===== src/rtl/wide_to_narrow_gearbox_pkg.sv =====
// -----------------------------------------------------------------------------
// wide_to_narrow_gearbox_pkg
//   Shared definitions for the wide-to-narrow gearbox: default geometry,
//   width helpers and the geometry legality check used at elaboration.
// -----------------------------------------------------------------------------
package wide_to_narrow_gearbox_pkg;

  localparam int DEF_WORD_LEN  = 66;
  localparam int DEF_IN_WORDS  = 20;
  localparam int DEF_OUT_WORDS = 5;

  // Smallest r with 2**r >= value.
  function automatic int clog2(input int value);
    int r;
    r = 0;
    while ((1 << r) < value) r++;
    return r;
  endfunction

  // Width of a counter able to hold 0..words inclusive.
  function automatic int calc_cw(input int words);
    return clog2(words + 1);
  endfunction

  // Number of narrow chunks in a full wide beat.
  function automatic int calc_nch(input int in_words, input int out_words);
    return in_words / out_words;
  endfunction

  // A wide beat must split into a whole number of narrow beats.
  function automatic bit ratio_ok(input int in_words, input int out_words);
    return (out_words > 0) && (in_words >= out_words) && ((in_words % out_words) == 0);
  endfunction

endpackage


===== src/rtl/wide_to_narrow_gearbox_if.sv =====
// -----------------------------------------------------------------------------
// wide_to_narrow_gearbox_if
//   Bundles both handshakes of the gearbox.
//   master : the environment (drives din side, consumes dout side)
//   slave  : the gearbox
//   din/din_words/din_valid/din_ready     wide input beat and handshake
//   dout/dout_words/dout_last/dout_valid/dout_ready  narrow output beat
// -----------------------------------------------------------------------------
interface wide_to_narrow_gearbox_if
  import wide_to_narrow_gearbox_pkg::*;
#(
  parameter int WORD_LEN  = DEF_WORD_LEN,
  parameter int IN_WORDS  = DEF_IN_WORDS,
  parameter int OUT_WORDS = DEF_OUT_WORDS
);

  localparam int CW  = calc_cw(IN_WORDS);
  localparam int OCW = calc_cw(OUT_WORDS);

  logic [IN_WORDS*WORD_LEN-1:0]  din;
  logic [CW-1:0]                 din_words;
  logic                          din_valid;
  logic                          din_ready;

  logic [OUT_WORDS*WORD_LEN-1:0] dout;
  logic [OCW-1:0]                dout_words;
  logic                          dout_last;
  logic                          dout_valid;
  logic                          dout_ready;

  modport master (
    output din, din_words, din_valid, dout_ready,
    input  din_ready, dout, dout_words, dout_last, dout_valid
  );

  modport slave (
    input  din, din_words, din_valid, dout_ready,
    output din_ready, dout, dout_words, dout_last, dout_valid
  );

endinterface


===== src/rtl/wide_to_narrow_gearbox_chunk_ctrl.sv =====
// -----------------------------------------------------------------------------
// wide_to_narrow_gearbox_chunk_ctrl
//   Chunk bookkeeping for the gearbox: remaining-chunk counter, tail word
//   count, both handshakes and the per-beat flags.
//   clk, srst          clock, synchronous active-high reset
//   din_valid/ready    input handshake
//   din_words          requested word count (0 or > IN_WORDS means full)
//   dout_ready         output consumer ready
//   dout_valid/last    output beat present / final chunk of the wide beat
//   dout_words         valid words in the current narrow beat
//   w_eff              clamped word count, used by the datapath for masking
//   load               wide beat accepted this cycle
//   advance            chunk leaves without a new load (datapath shifts)
// -----------------------------------------------------------------------------
module wide_to_narrow_gearbox_chunk_ctrl
  import wide_to_narrow_gearbox_pkg::*;
#(
  parameter int IN_WORDS  = DEF_IN_WORDS,
  parameter int OUT_WORDS = DEF_OUT_WORDS
) (
  input  logic                           clk,
  input  logic                           srst,
  input  logic                           din_valid,
  input  logic [calc_cw(IN_WORDS)-1:0]   din_words,
  input  logic                           dout_ready,
  output logic                           din_ready,
  output logic                           dout_valid,
  output logic                           dout_last,
  output logic [calc_cw(OUT_WORDS)-1:0]  dout_words,
  output logic [calc_cw(IN_WORDS)-1:0]   w_eff,
  output logic                           load,
  output logic                           advance
);

  localparam int NCH = calc_nch(IN_WORDS, OUT_WORDS);
  localparam int CW  = calc_cw(IN_WORDS);
  localparam int OCW = calc_cw(OUT_WORDS);
  localparam int RW  = calc_cw(NCH);

  logic [RW-1:0]  remaining_q;
  logic [OCW-1:0] tail_q;
  logic           xfer;

  int w_int;
  int n_int;
  int tail_int;

  // Clamp the requested count, then derive chunk count and final-chunk size.
  // NOTE: every always_comb output is given a value before any condition so
  // no path leaves it unassigned, which would otherwise infer a latch.
  always_comb begin
    w_int = int'(din_words);
    if ((w_int == 0) || (w_int > IN_WORDS)) w_int = IN_WORDS;
    n_int    = (w_int + OUT_WORDS - 1) / OUT_WORDS;
    tail_int = w_int - (n_int - 1) * OUT_WORDS;
  end

  assign w_eff = CW'(w_int);

  // The last chunk may leave in the same cycle a new beat loads: no bubble.
  assign dout_valid = (remaining_q != '0);
  assign dout_last  = (remaining_q == RW'(1));
  assign din_ready  = (remaining_q == '0) || (dout_last && dout_ready);
  assign load       = din_valid && din_ready;
  assign xfer       = dout_valid && dout_ready;
  assign advance    = xfer && !load;

  assign dout_words = !dout_valid ? '0 :
                      dout_last   ? tail_q : OCW'(OUT_WORDS);

  // NOTE: state registers use non-blocking assignments so every flop samples
  // the pre-edge values regardless of statement order.
  always_ff @(posedge clk) begin
    if (srst) begin
      remaining_q <= '0;
      tail_q      <= '0;
    end else if (load) begin
      remaining_q <= RW'(n_int);
      tail_q      <= OCW'(tail_int);
    end else if (xfer) begin
      remaining_q <= remaining_q - RW'(1);
    end
  end

endmodule


===== src/rtl/wide_to_narrow_gearbox.sv =====
// -----------------------------------------------------------------------------
// wide_to_narrow_gearbox
//   Splits one wide beat of IN_WORDS words into successive narrow beats of
//   OUT_WORDS words. Partial beats (din_words) are zero-masked; the final
//   chunk carries the tail word count and dout_last. MSB_FIRST selects
//   whether the top or the bottom chunk of the wide beat leaves first.
//   clk, srst   clock, synchronous active-high reset
//   bus         wide_to_narrow_gearbox_if.slave (both handshakes)
// -----------------------------------------------------------------------------
module wide_to_narrow_gearbox
  import wide_to_narrow_gearbox_pkg::*;
#(
  parameter int WORD_LEN  = DEF_WORD_LEN,
  parameter int IN_WORDS  = DEF_IN_WORDS,
  parameter int OUT_WORDS = DEF_OUT_WORDS,
  parameter bit MSB_FIRST = 1'b0
) (
  input  logic                    clk,
  input  logic                    srst,
  wide_to_narrow_gearbox_if.slave bus
);

  localparam int CW         = calc_cw(IN_WORDS);
  localparam int SHIFT_BITS = OUT_WORDS * WORD_LEN;

  if (!ratio_ok(IN_WORDS, OUT_WORDS)) begin : g_bad_ratio
    $error("wide_to_narrow_gearbox: IN_WORDS must be a multiple of OUT_WORDS");
  end

  typedef logic [WORD_LEN-1:0] word_t;

  word_t [IN_WORDS-1:0] store_q;
  word_t [IN_WORDS-1:0] store_d;
  word_t [IN_WORDS-1:0] din_masked;

  logic [CW-1:0] w_eff;
  logic          load;
  logic          advance;

  wide_to_narrow_gearbox_chunk_ctrl #(
    .IN_WORDS  (IN_WORDS),
    .OUT_WORDS (OUT_WORDS)
  ) u_chunk_ctrl (
    .clk        (clk),
    .srst       (srst),
    .din_valid  (bus.din_valid),
    .din_words  (bus.din_words),
    .dout_ready (bus.dout_ready),
    .din_ready  (bus.din_ready),
    .dout_valid (bus.dout_valid),
    .dout_last  (bus.dout_last),
    .dout_words (bus.dout_words),
    .w_eff      (w_eff),
    .load       (load),
    .advance    (advance)
  );

  // Valid words sit at the low indices (LSB-first) or the high indices
  // (MSB-first); everything else is cleared so partial chunks read as zero.
  always_comb begin
    din_masked = bus.din;
    for (int i = 0; i < IN_WORDS; i++) begin
      if (MSB_FIRST ? (i < IN_WORDS - int'(w_eff)) : (i >= int'(w_eff))) begin
        din_masked[i] = '0;
      end
    end
  end

  // The emitted chunk always sits at the output end; each transfer moves the
  // next one into place and zero-fills behind it.
  always_comb begin
    store_d = store_q;
    if (load) begin
      store_d = din_masked;
    end else if (advance) begin
      store_d = MSB_FIRST ? (store_q << SHIFT_BITS) : (store_q >> SHIFT_BITS);
    end
  end

  // NOTE: the storage is a plain register bank, not a RAM, and it must be
  // cleared on reset because an idle gearbox presents all-zero dout.
  always_ff @(posedge clk) begin
    if (srst) begin
      store_q <= '0;
    end else begin
      store_q <= store_d;
    end
  end

  if (MSB_FIRST) begin : g_msb_out
    assign bus.dout = store_q[IN_WORDS-1 -: OUT_WORDS];
  end else begin : g_lsb_out
    assign bus.dout = store_q[OUT_WORDS-1:0];
  end

endmodule


===== src/flat_wrapper.sv =====
// flat-port wrapper written by rule: the top's interface ports become plain ports
module wide_to_narrow_gearbox_flat import wide_to_narrow_gearbox_pkg::*;
#(
  parameter int WORD_LEN  = DEF_WORD_LEN,
  parameter int IN_WORDS  = DEF_IN_WORDS,
  parameter int OUT_WORDS = DEF_OUT_WORDS,
  parameter bit MSB_FIRST = 1'b0
)
  (clk, srst, bus_din, bus_din_words, bus_din_valid, bus_dout_ready, bus_din_ready, bus_dout, bus_dout_words, bus_dout_last, bus_dout_valid);
  wide_to_narrow_gearbox_if #(.WORD_LEN(WORD_LEN), .IN_WORDS(IN_WORDS), .OUT_WORDS(OUT_WORDS)) bus_i ();
  input  logic clk;
  input  logic srst;
  input wire logic [$bits(bus_i.din)-1:0] bus_din;
  input wire logic [$bits(bus_i.din_words)-1:0] bus_din_words;
  input wire logic [$bits(bus_i.din_valid)-1:0] bus_din_valid;
  input wire logic [$bits(bus_i.dout_ready)-1:0] bus_dout_ready;
  output wire logic [$bits(bus_i.din_ready)-1:0] bus_din_ready;
  output wire logic [$bits(bus_i.dout)-1:0] bus_dout;
  output wire logic [$bits(bus_i.dout_words)-1:0] bus_dout_words;
  output wire logic [$bits(bus_i.dout_last)-1:0] bus_dout_last;
  output wire logic [$bits(bus_i.dout_valid)-1:0] bus_dout_valid;
  assign bus_i.din = bus_din;
  assign bus_i.din_words = bus_din_words;
  assign bus_i.din_valid = bus_din_valid;
  assign bus_i.dout_ready = bus_dout_ready;
  assign bus_din_ready = bus_i.din_ready;
  assign bus_dout = bus_i.dout;
  assign bus_dout_words = bus_i.dout_words;
  assign bus_dout_last = bus_i.dout_last;
  assign bus_dout_valid = bus_i.dout_valid;
  wide_to_narrow_gearbox #(.WORD_LEN(WORD_LEN), .IN_WORDS(IN_WORDS), .OUT_WORDS(OUT_WORDS), .MSB_FIRST(MSB_FIRST)) u_core (.clk(clk), .srst(srst), .bus(bus_i));
endmodule

===== config.mk =====
export PLATFORM = sky130hd
export DESIGN_NAME = wide_to_narrow_gearbox_flat
export DESIGN_NICKNAME = d
export VERILOG_FILES = /design/src/rtl/wide_to_narrow_gearbox_pkg.sv /design/src/rtl/wide_to_narrow_gearbox_if.sv /design/src/rtl/wide_to_narrow_gearbox_chunk_ctrl.sv /design/src/rtl/wide_to_narrow_gearbox.sv /design/src/flat_wrapper.sv
export SDC_FILE = /design/constraint.sdc
export NUM_CORES = 2
export LEC_CHECK = 0
export ABC_AREA = 1
export BUFFER_PORTS_ARGS = -buffer_cell sky130_fd_sc_hd__buf_2
export CORE_AREA = 2 2 651 653
export CTS_CLUSTER_DIAMETER = 50
export DETAILED_ROUTE_END_ITERATION = 16
export DIE_AREA = 0 0 653 655
export HOLD_SLACK_MARGIN = 0.02
export PLACE_DENSITY = 0.38
export SLEW_MARGIN = 30
export SYNTH_ARGS = -nofsm -noshare
export SYNTH_HDL_FRONTEND = slang
export SYNTH_SLANG_ARGS = --single-unit
export TNS_END_PERCENT = 50

===== constraint.sdc =====
create_clock -name clk -period 20.1 [get_ports clk]
set_clock_uncertainty 0.1 [all_clocks]
set_input_delay 1.005 -clock clk [delete_from_list [all_inputs] [get_ports clk]]
set_output_delay 1.005 -clock clk [all_outputs]
set_load 0.02 [all_outputs]

## After elaboration in Yosys (flattened, before gate mapping)

Cells that the tools add are included.

- $add $sub $neg: 5
- $mul: 1
- Div/mod/pow operators: 1
- Order comparisons: 21
- Equality and inequality tests: 1
- Multiplexer cells: 27
- Reduce and logical (&&, ||, !) cells: 12

Operators by type and width:

| kind | number |
|---|---|
| $mux 1320 | 2 |
| $mux 66 | 20 |
| $sub 32x2->32 const B | 2 |
| $ge 4x5->1 const A | 8 |
| $div 32x4->32 const B | 1 |
| $mul 32x4->3 const B | 1 |
| $ge 3x5->1 const A | 4 |
| $ge 5x5->1 const A | 4 |
| $mux 3 | 4 |
| $ge 1x5->1 const A | 2 |
| $ge 2x5->1 const A | 2 |
| $add 5x3->6 const B | 1 |
| $gt 5x5->1 const B | 1 |
| $logic_not 5->1 | 1 |
| $mux 5 | 1 |
| $logic_and 1x1->1 | 4 |
| $reduce_bool 2->1 | 2 |
| $eq 3x1->1 const B | 1 |
| $logic_not 3->1 | 1 |
| $reduce_bool 3->1 | 1 |
| $sub 3x1->3 const B | 1 |
| $sub 3x3->3 | 1 |
| $logic_or 1x1->1 | 2 |
| $logic_not 1->1 | 1 |

- Register bits after elaboration: 1,326
- Input port bits: 1,329

## Depth between registers and ports, before layout

- Depth after elaboration: 9
- Gate-level depth with buffers: 55
- Gate-level depth less buffers: 54

## Hierarchy

A second synthesis with hierarchy kept.

- Cells, all modules: 8,183
- Area, all modules: 60,606.9 um^2

By module, submodules not included:

| module | times used | cells an instance | area an instance (um^2) | seq. area each (um^2) |
|---|---|---|---|---|
| wide_to_narrow_gearbox | 1 | 7,936 | 59,032.9 | 26,425.3 |
| wide_to_narrow_gearbox_chunk_ctrl | 1 | 247 | 1,574.0 | 120.1 |

## Least setup slack after synthesis

OpenSTA, ideal clock, no wires.

- Path type: input-to-reg
- Start: input port bus_din_words[0]
- End: register u_core.u_chunk_ctrl.tail_q[2]
- Arrival: 7.292 ns
- Required time: 19.933 ns
- Setup slack: 12.640 ns
- Cell stages on the path: 54
- Path buffers: 2
- Cell sequence: buf_6 > inv_1 > nand2_1 > nand2_2 > nand3_4 > nand2_4 > clkbuf_1 > ha_1 > a21oi_1 > inv_1 > nand2_2 > nand2_2 > nand3_2 > nor2_4 > ha_1 > inv_1 > nand4_1 > nand2_1 > (+18 left out) > inv_2 > nor2_4 > nand2_2 > inv_1 > ha_1 > o21ai_0 > ha_1 > inv_1 > fa_1 > inv_1 > fa_1 > xnor2_1 > xnor2_1 > xnor2_1 > inv_1 > nand3_1 > nand3_2 > a21oi_2

- Longest elaborated chain between the ends: 9
- Elaborated cells on any way between the ends: 10
- Those cells by class: add/sub (4); mul (1); div (1); order compare (1); mux (1); reduce/logical (2)

Ends and longest elaborated chain:

| what | line | text |
|---|---|---|
| from (decl) | flat_wrapper.sv:14 | `input wire logic [$bits(bus_i.din_words)-1:0] bus_din_words;` |
| $gt 5x5->1 or $logic_not 5->1 (tied branches) | wide_to_narrow_gearbox_chunk_ctrl.sv:53 | `if ((w_int == 0) \|\| (w_int > IN_WORDS)) w_int = IN_WORDS;` |
| $logic_or 1x1->1 | wide_to_narrow_gearbox_chunk_ctrl.sv:53 |  |
| $mux 5 (*) | wide_to_narrow_gearbox_chunk_ctrl.sv:53 |  |
| $add 5x3->6 | wide_to_narrow_gearbox_chunk_ctrl.sv:54 | `n_int = (w_int + OUT_WORDS - 1) / OUT_WORDS;` |
| $sub 32x2->32 | wide_to_narrow_gearbox_chunk_ctrl.sv:54 |  |
| $div 32x4->32 | wide_to_narrow_gearbox_chunk_ctrl.sv:54 |  |
| $sub 32x2->32 | wide_to_narrow_gearbox_chunk_ctrl.sv:55 | `tail_int = w_int - (n_int - 1) * OUT_WORDS;` |
| $mul 32x4->3 | wide_to_narrow_gearbox_chunk_ctrl.sv:55 |  |
| $sub 3x3->3 (*) | wide_to_narrow_gearbox_chunk_ctrl.sv:55 |  |
| to (signal assigned) | wide_to_narrow_gearbox_chunk_ctrl.sv:79 | `tail_q <= OCW'(tail_int);` |
| to (decl) | wide_to_narrow_gearbox_chunk_ctrl.sv:41 | `logic [OCW-1:0] tail_q;` |

Every way passes the cells marked *; elsewhere a longest branch is shown, timed or not.
A chain may end at the register's enable or synchronous reset.

## Final worst setup path

Same ends and word-level chain as after synthesis.

==> key figures <==
Global routing
  • Pin count of the biggest net entering global routing: 207
  • Initial antenna violation count: 297
  • Total GRT Usage: 16.0%
  • Vias in the first global route: 58728
  • Gr ovfl total: 0
  • First-pass GRT wire length: 489000 um

Clocking
  • # hold bufs at CTS: 0
  • Clock latency on the worst-skew pair: 960 ps
  • CTS clk-pin slew, worst paths: 60 ps
  • CTS sink cnt: 1326
  • CTS resizes: 0
  • Post-CTS Setup Inserts: 0
  • H-tree depth: 4
  • Total CTS buffers: 234
  • CTS tree: built
  • Longest Clk Path Bufs: 4
  • Root Driver: clkbuf_16

Synthesis
  • Sequential cell area fraction in the yosys report: 46.7%
  • Post-Synth Simple-Gate Area: 13.7%
  • Largest family of logic cells by synthesized area: compound AO/OA/AOI/OAI gates
  • Synth Area in Compound Gates: 29.5%
  • Post-synthesis mux area share: 0%
  • EDFF count, synth: 0
  • Total nets after synthesis: 8980
  • Synth Warn #: 0
  • Post-Syn Instances: 7632
  • Synth Register Bits: 1326
  • Async SR Flop Fraction: 0%
  • Mapped Avg Cell Area: 7.45 um2
  • Top cells by area, synth: dfxtp_1 47%, a21oi_1 20%, o21ai_0 8.8%, nand2_1 8.4%, buf_4 4.4%
  • Area share of xor/xnor cells in the synthesized design: 0.139%
  • Synth area leader: dfxtp_1
  • Post-synthesis cell area: 56900 um2
  • Library cells used by synthesis: 47
  • Adder-cell area share of the yosys netlist: 0.444%
  • Synth top area share: 46.7%
  • Most used flip-flop cell after synthesis: dfxtp_1

Critical path
  • Worst Path Required: 20790 ps
  • RR Endpoint: u_core.store_q[1043]
  • R2R cell count: 14
  • Worst r2r src: u_core.u_chunk_ctrl.remaining_q[0]
  • Most Frequent Cell on Critical Path: nand2_1
  • Crit path kind: primary input to flip-flop
  • Slowest stage delay, CP: 490 ps
  • CP arrival: 8410 ps
  • Worst path top cell family by delay: simple AND/OR/NAND/NOR gates
  • Startpoint types: primary input
  • Slowest-stage cell, CP: fa_1
  • Crit path max fanout: 8
  • Flop2flop setup slack: 13490 ps
  • Worst setup EP type: flip-flop
  • WP buf/inv: 8

Detailed routing
  • Initial DRC count: 5226
  • Vias: 61303
  • Total wire length: 365000 um
  • DRT Pass-1 Iters: 6
  • Post-DR wirelength/cell: 25.2 um
  • Remaining DRCs: 0
  • Antenna-violating nets left: 0
  • Vias per cell: 4.24

STA
  • Slew headroom: 25.4%
  • RSZ-0062 raised after global routing: no
  • Setup_tns: 0 ps
  • Final hold violation count: 0
  • Setup violators final: 0
  • Pin slew with the least headroom to its limit: 1120 ps
  • Upper clock frequency limit: 0.130 GHz
  • Minimum clock period: 7720 ps
  • Final period util: 38.4%
  • Slew Limit Fails: 0

Final layout
  • Share of layout cells above drive strength 1: 25.7%
  • Synthesis-to-finish area growth: 34.8%
  • NumNets Final: 9934
  • Most common cell after layout, fill and taps aside: a21oi_1
  • Filler cells: 48577
  • Final core occ: 18.2%
  • Commonest cells after routing, fill and taps aside: 2316 x a21oi_1, 1663 x buf_2, 1326 x dfxtp_1
  • Finished Layout Cells: 14469

Die
  • Initial Utilization: 13.5%
  • Die area: 428000 um2
  • Ports: 1665
  • Die width: 653 um
  • Die Y: 655 um
  • # rows: 239
  • Core Region: 422000 um2

Min path
  • Hold WC Path Type: primary input to flip-flop
  • Worst hold start: bus_din[76]
  • Worst hold path stage count: 3
  • WHS Endpoint: u_core.bus.dout[76]

Placement
  • Placed cell count: 13893
  • PortBufs: 1664
  • Post-DP HPWL: 271000 um
  • GP Congestion: 0.880

Pwr
  • Pwr dens: 192 nW/um2
  • Lkg Pwr: 0.0296 uW
  • Max IR drop VDD: 118 uV

Run status
  • Status: complete, no violations

Run
  • Max Cap Viol: 0
layer usage:
| layer | share of wire, % | track usage, % | up-vias |
|---|---|---|---|
| met2 | 46 | 25.6 | 2448 |
| met5 | 0.21 | 0 | - |
| met3 | 9.3 | 5.81 | 788 |
| met1 | 41 | 19.6 | 29641 |
| met4 | 4.0 | 6.29 | 126 |
| li1 | - | - | 28300 |
area by class of cell:
cell class,count,area [um2],share of cell area [%]
diodes,147,368,0.480
clock buffers,293,6480,8.45
clock inverters,136,1750,2.29
inverters,54,235,0.307
multi-input cells,5204,25200,32.8
flip-flops and latches,1326,26500,34.6
well taps,5543,6940,9.04
repair buffers,1766,9220,12.0
metrics by stage:
stage	hold WS (ps)	instance area (um2)	worst slack (ps)	total power [uW]
final	180	76700	12380	14700
after global placement	352	68000	11240	10600
after CTS	60.3	76300	12400	14800
after detailed placement	355	68100	11410	10500
after global routing	104	76600	11560	15600
after floorplan	345	56900	12640	8130
synth_stat cells (4+ instances only):
master	instances
dfxtp_1	1326
inv_2	5
xnor2_1	5
nand3_1	419
nand2_1	1274
nand3_2	7
nand2_2	14
xor2_1	4
a21oi_1	2323
nand4_1	71
o21ai_0	1000
a31oi_1	4
clkbuf_1	652
nand2_4	5
buf_1	62
nor2_4	5
ha_1	17
inv_1	47
buf_4	330
nor2_1	26
logic make-up (layout without fill, tap and decap cells):
logic type / after synthesis / in the layout
buffers and inverters: 1102 / 2249
AO/OA/AOI/OAI: 3343 / 3343
other: 1 / 148
flip-flops: 1326 / 1326
AND/OR/NAND/NOR: 1832 / 1832
adder cells (fa/ha/maj): 19 / 19
XOR/XNOR: 9 / 9
state kept, by name (all words and copies together) (netlist names):
register	count
u_core.bus.dout	330
u_core.store_q	990
u_core.u_chunk_ctrl.tail_q	3
u_core.u_chunk_ctrl.remaining_q	3
how the worst max path moves through the flow:
stage / start / to / depth (start not counted)
global placement: bus_din_words[0] / u_core.u_chunk_ctrl.tail_q[2] / 51
detailed placement: bus_din_words[0] / u_core.u_chunk_ctrl.tail_q[2] / 51
global route: bus_din_words[0] / u_core.u_chunk_ctrl.tail_q[2] / 51
finish: bus_din_words[0] / u_core.u_chunk_ctrl.tail_q[2] / 51
floorplan: bus_din_words[0] / u_core.u_chunk_ctrl.tail_q[2] / 54
CTS: bus_din_words[0] / u_core.u_chunk_ctrl.tail_q[2] / 51
worst register-to-register path, stage by stage, from the launching register on:
cell and delay (ps):
dfxtp_1 350, inv_1 80, ha_1 190, nand2_1 160, inv_1 90, nand2_1 100
nand2_4 450, inv_8 750, buf_4 810, buf_4 850, buf_4 720, buf_4 760
buf_4 770, nand2_1 160, a21oi_1 170
power breakdown:
part / internal [uW] / switching [uW] / leakage [uW]
clock network: 2640 / 1590 / 0.00400
registers: 3660 / 662 / 0.0109
logic: 1550 / 4600 / 0.0147
total: 7850 / 6850 / 0.0296
Power figures use the tool's default switching activity.
